[src/rtl/wb_pkg.sv]
// Shared encodings for the MEM/WB writeback stage: SP op codes, sequencer states,
// and the default stack-pointer register index.
package wb_pkg;

  localparam logic [1:0] SP_OP_NONE = 2'b00;
  localparam logic [1:0] SP_OP_INC  = 2'b01;
  localparam logic [1:0] SP_OP_DEC  = 2'b10;
  localparam logic [1:0] SP_OP_ILL  = 2'b11;

  localparam int unsigned SP_ADDR_DEFAULT = 3;

  typedef enum logic [1:0] {
    EMPTY,
    ACT_WR,
    ACT_SP
  } state_t;

endpackage

[src/rtl/wb_stage.sv]
// MEM/WB hold register and writeback sequencer: issues the register write first and
// any owed SP update in a following cycle, so WE never coincides with IncSP/DecSP.
module wb_stage
  import wb_pkg::*;
#(
  parameter int unsigned DATA_W  = 8,
  parameter int unsigned ADDR_W  = 2,
  parameter int unsigned SP_ADDR = SP_ADDR_DEFAULT,
  parameter int unsigned CNT_W   = 16
) (
  input  logic              clk,
  input  logic              rst_n,
  input  logic              in_valid,
  output logic              in_ready,
  input  logic              in_reg_write,
  input  logic [ADDR_W-1:0] in_rd,
  input  logic [DATA_W-1:0] in_data,
  input  logic [1:0]        in_sp_op,
  output logic              WE,
  output logic [ADDR_W-1:0] RW_addr,
  output logic [DATA_W-1:0] WD,
  output logic              IncSP,
  output logic              DecSP,
  output logic              fwd_valid,
  output logic              sp_pending,
  output logic [CNT_W-1:0]  retired_cnt,
  output logic              err_sp
);

  state_t            state;
  logic [ADDR_W-1:0] rd_q;
  logic [DATA_W-1:0] data_q;
  logic [1:0]        op_q;

  logic op_live;
  logic completing;
  logic accept;
  logic in_ill;
  logic drop_sp;

  // op_q only ever holds NONE, INC or DEC; illegal and conflicting ops are cleared on load.
  assign op_live    = (op_q == SP_OP_INC) || (op_q == SP_OP_DEC);
  assign completing = (state == ACT_SP) || ((state == ACT_WR) && !op_live);
  assign in_ready   = (state == EMPTY) || completing;
  assign accept     = in_valid && in_ready;
  assign in_ill     = (in_sp_op == SP_OP_ILL);
  assign drop_sp    = in_reg_write && (in_rd == ADDR_W'(SP_ADDR)) && (in_sp_op != SP_OP_NONE);

  always_ff @(posedge clk or negedge rst_n) begin
    if (!rst_n) begin
      state       <= EMPTY;
      rd_q        <= '0;
      data_q      <= '0;
      op_q        <= SP_OP_NONE;
      retired_cnt <= '0;
      err_sp      <= 1'b0;
    end else begin
      if (completing) retired_cnt <= retired_cnt + CNT_W'(1);
      if (accept && (in_ill || drop_sp)) err_sp <= 1'b1;

      if ((state == ACT_WR) && op_live) begin
        state <= ACT_SP;
      end else if (accept) begin
        // A nop entry rides through ACT_SP with op NONE: one cycle, no strobe, still retires.
        state  <= in_reg_write ? ACT_WR : ACT_SP;
        rd_q   <= in_rd;
        data_q <= in_data;
        op_q   <= (in_ill || drop_sp) ? SP_OP_NONE : in_sp_op;
      end else if (completing) begin
        state <= EMPTY;
      end
    end
  end

  assign WE         = (state == ACT_WR);
  assign RW_addr    = WE ? rd_q : '0;
  assign WD         = WE ? data_q : '0;
  assign IncSP      = (state == ACT_SP) && (op_q == SP_OP_INC);
  assign DecSP      = (state == ACT_SP) && (op_q == SP_OP_DEC);
  assign fwd_valid  = WE;
  assign sp_pending = (state != EMPTY) && op_live;

endmodule

[config.mk]
export PLATFORM = sky130hd
export DESIGN_NAME = wb_stage
export DESIGN_NICKNAME = d
export VERILOG_FILES = /design/src/rtl/wb_pkg.sv /design/src/rtl/wb_stage.sv
export SDC_FILE = /design/constraint.sdc
export NUM_CORES = 1
export LEC_CHECK = 0
export CAP_MARGIN = 15
export CORE_ASPECT_RATIO = 0.7
export CORE_MARGIN = 2
export CORE_UTILIZATION = 45
export DETAILED_ROUTE_END_ITERATION = 7
export PLACE_DENSITY = 0.79
export RECOVER_POWER = 50
export SETUP_SLACK_MARGIN = 0.5
export SYNTH_ARGS = -nofsm -noshare
export SYNTH_HDL_FRONTEND = slang
export SYNTH_SLANG_ARGS = --single-unit
[constraint.sdc]
create_clock -name clk -period 2.2 [get_ports clk]
set_input_delay 0.22 -clock clk [delete_from_list [all_inputs] [get_ports clk]]
set_output_delay 0.22 -clock clk [all_outputs]
set_load 0.005 [all_outputs]
==> impl_results.md <==
- Status: finished clean
- Largest net degree at the start of global routing: 32
- H-tree depth: 2
- Initial DRT Pass Iterations: 4
- Max Cap Viol: 0
- Mapped cell area: 0.001483 sq mm
- Routed WL: 3.728 mm
- Clock latency at the later pin of the worst-skew pair: 290 ps
- Synth cell count leaders: dfrtp_1 (31), and2_1 (15), mux2_2 (11)
- Tmin final: 1846 ps
- CP Cell Sequence: nor2b_1, clkbuf_1, buf_4, buf_4, and2_1, dlymetal6s2s_1
- Total GRT Usage: 0.2001
- Clock network power share: 0.245
- Register area share after synthesis: 0.5232
- Post-layout util: 0.7162
- Antenna cells: 0
- Hold Path Class: primary input to async pin
- Gr ovfl total: 0
- Number of unique standard cell types used by synthesis: 28
- Critical path required time: 1980 ps
- Final hold vios: 0
- Initial Util: 0.4710
- Share of layout cells above drive strength 1: 0.2284
- Setup-failing EPs final: 0
- Synth area leaders: dfrtp_1 (52%), mux2_2 (8.4%), and2_1 (6.3%)
- Cell internal pwr: 1.392 mW
- Initial DRC count: 58
- Worst setup path class: register to primary output
- Post-synth EDFFs: 0
- Actual slew at the worst max-slew pin: 391.2 ps
- Fillers: 224
- Fmax: 0.5417 GHz
- Most Frequent Cell on Critical Path: buf_4
- Worst EP arrival: 1630 ps
- RSZ-0062 raised after global routing: true
- Final period util: 0.8391
- Via count: 1209
- CTS tree: done
- Post-DRT Antenna Nets: 0
- Die extent in y: 52.03 um
- Synthesis warning total: 0
- Slowest CP cell: dfrtp_1
- Setup ws final: 354.0 ps
- Die width: 72.61 um
- DP Worst Slack: 379.4 ps
- Syn Nets: 147
- Element type at the critical path start: register
- Syn Area/Cell: 11.58 sq um
- # DRC: 0
- Synth top area share: 0.5232
- WL per Instance: 15.86 um
- CTS Buffer Depth: 2
- Primary FF master, synth: dfrtp_1
- Clock sink total: 31
- Psw: 602.5 uW
- Die Footprint: 0.003777 sq mm
- First-pass GRT wire length: 5.444 mm
- Ports: 49
- IR drop worst, VDD: 0.5572 mV
- CTS buffer count: 5
- DR vias/cell: 5.145
- Slew Limit Headroom: 0.7392
- Core area: 0.003148 sq mm
- Post-CTS Hold Fix Bufs: 0
- Crit end category: primary output
- P_leak: 1.189 nW
- Pwr Density: 884.6 mW/mm^2
- # rows: 17
- Worst stage delay on the critical path: 380 ps
- Final nets: 215
- Seq pwr share: 0.402
- Clk root buf: clkbuf_8
- Synth Instances: 128
- CP delay by family, top: buffers and inverters
- Bufs and invs on worst path: 4
- Clock Skews: 4.240 ps
- Placer congestion estimate: 0.7782
- Vias in the first global route: 1183
- Pins Over Slew Limit: 0
- Syn-to-layout area delta: 52.07%
- Logic pwr share: 0.353
- Switching share of power: 0.3021
- Critical path peak fanout: 4
- Area leader, netlist: dfrtp_1
- Setup tns final: 0 ps
- Most frequent cell after synthesis: dfrtp_1
- Initial antenna violation count: 0
- Port bufs: 48
- Synth async-reset ratio: 1.000
- Synth Register Bits: 31
- Clock slew at reported path FFs: 60 ps
- HPWL Detailed: 2.316 mm
cells in the final DEF, fill, tap and decap left out, types with 2 or more instances in the layout:
master | netlist | routed
inv_1 | 7 | 7
nor3_2 | 3 | 4
clkdlybuf4s50_1 | 0 | 22
buf_4 | 2 | 14
mux2_2 | 11 | 11
clkbuf_1 | 1 | 2
nand4_1 | 2 | 2
dlygate4sd3_1 | 0 | 11
dfrtp_1 | 31 | 30
nand2_1 | 8 | 8
xnor2_1 | 8 | 8
o21ai_0 | 4 | 4
nor2_1 | 6 | 5
nor3_1 | 3 | 2
and2_1 | 15 | 14
dlymetal6s2s_1 | 0 | 11
ha_1 | 3 | 3
nand3_1 | 4 | 4
clkbuf_8 | 0 | 7
dlygate4sd2_1 | 0 | 2
xor2_1 | 7 | 7
and4_1 | 2 | 2
power groups by stage:
stage	clock [mW]	combinational [mW]	sequential (mW)
4_1_cts	0.496	0.685	0.803
3_5_place_dp	0	0.611	0.817
6_report	0.489	0.703	0.802
2_1_floorplan	0	0.308	0.797
3_3_place_gp	0	0.594	0.805
5_1_grt	0.528	0.761	0.821
per-stage QoR:
stage	power, mW	cells	hold WS [ps]	instance area [sq um]
floorplan	1.105	128	-75.59	1483
global placement	1.399	213	455.7	2007
detailed placement	1.428	213	480.5	2007
CTS	1.985	229	336.1	2191
global route	2.110	235	418.7	2255
finish	1.994	235	395.0	2255
cell families (layout without fill, tap and decap cells):
family	Yosys count	in the layout	synth area share
flops	31	31	0.5232
fa+ha+maj	3	3	0.02532
compound gates	11	11	0.06499
mux	11	11	0.08355
simple gates	47	47	0.1840
buf+inv	10	79	0.03038
xor+xnor	15	15	0.08861
final timing paths:
path                       depth (start not counted)             from  slack [ps]              end
min reg2reg                                        1  retired_cnt[15]         470  retired_cnt[15]
min in group clk                                   1  retired_cnt[15]         470  retired_cnt[15]
max                                                6         state[1]         350            WD[6]
min                                                2            rst_n         400   retired_cnt[8]
max in group asynchronous                          2            rst_n        1500         state[0]
max reg2reg                                        6          op_q[0]         500  retired_cnt[10]
per-layer routing:
layer | GRT usage | share of wire | up-vias
met1 | 0.2370 | 0.42 | 593
met3 | 0.07558 | 0.054 | 7
met5 | 0 | 0 | -
li1 | - | - | 569
met2 | 0.3409 | 0.51 | 40
met4 | 0.05864 | 0.012 | 0
registers in the layout (all words and copies together), names as in the netlist:
register     count
state            2
retired_cnt     16
rd_q             2
op_q             2
data_q           8
err_sp           1
repair_timing:
item | CTS | global route
setup buffers | 7 | 6
setup endpoints to repair | 26 | 23
gates resized for setup | 11 | 21
gates cloned | 1 | 0
endpoints found under the hold margin | 0 | 0
final cells by class:
cell class	count	area, sq um	share of cell area
inverter	7	26.28	0.01165
sequential	31	777.0	0.3446
timing repair buffer	64	620.6	0.2752
clock buffer	8	100.1	0.04440
multi-input combinational	87	683.2	0.3030
tap	38	47.55	0.02109
Note: power is estimated with default switching activity, not from simulation.
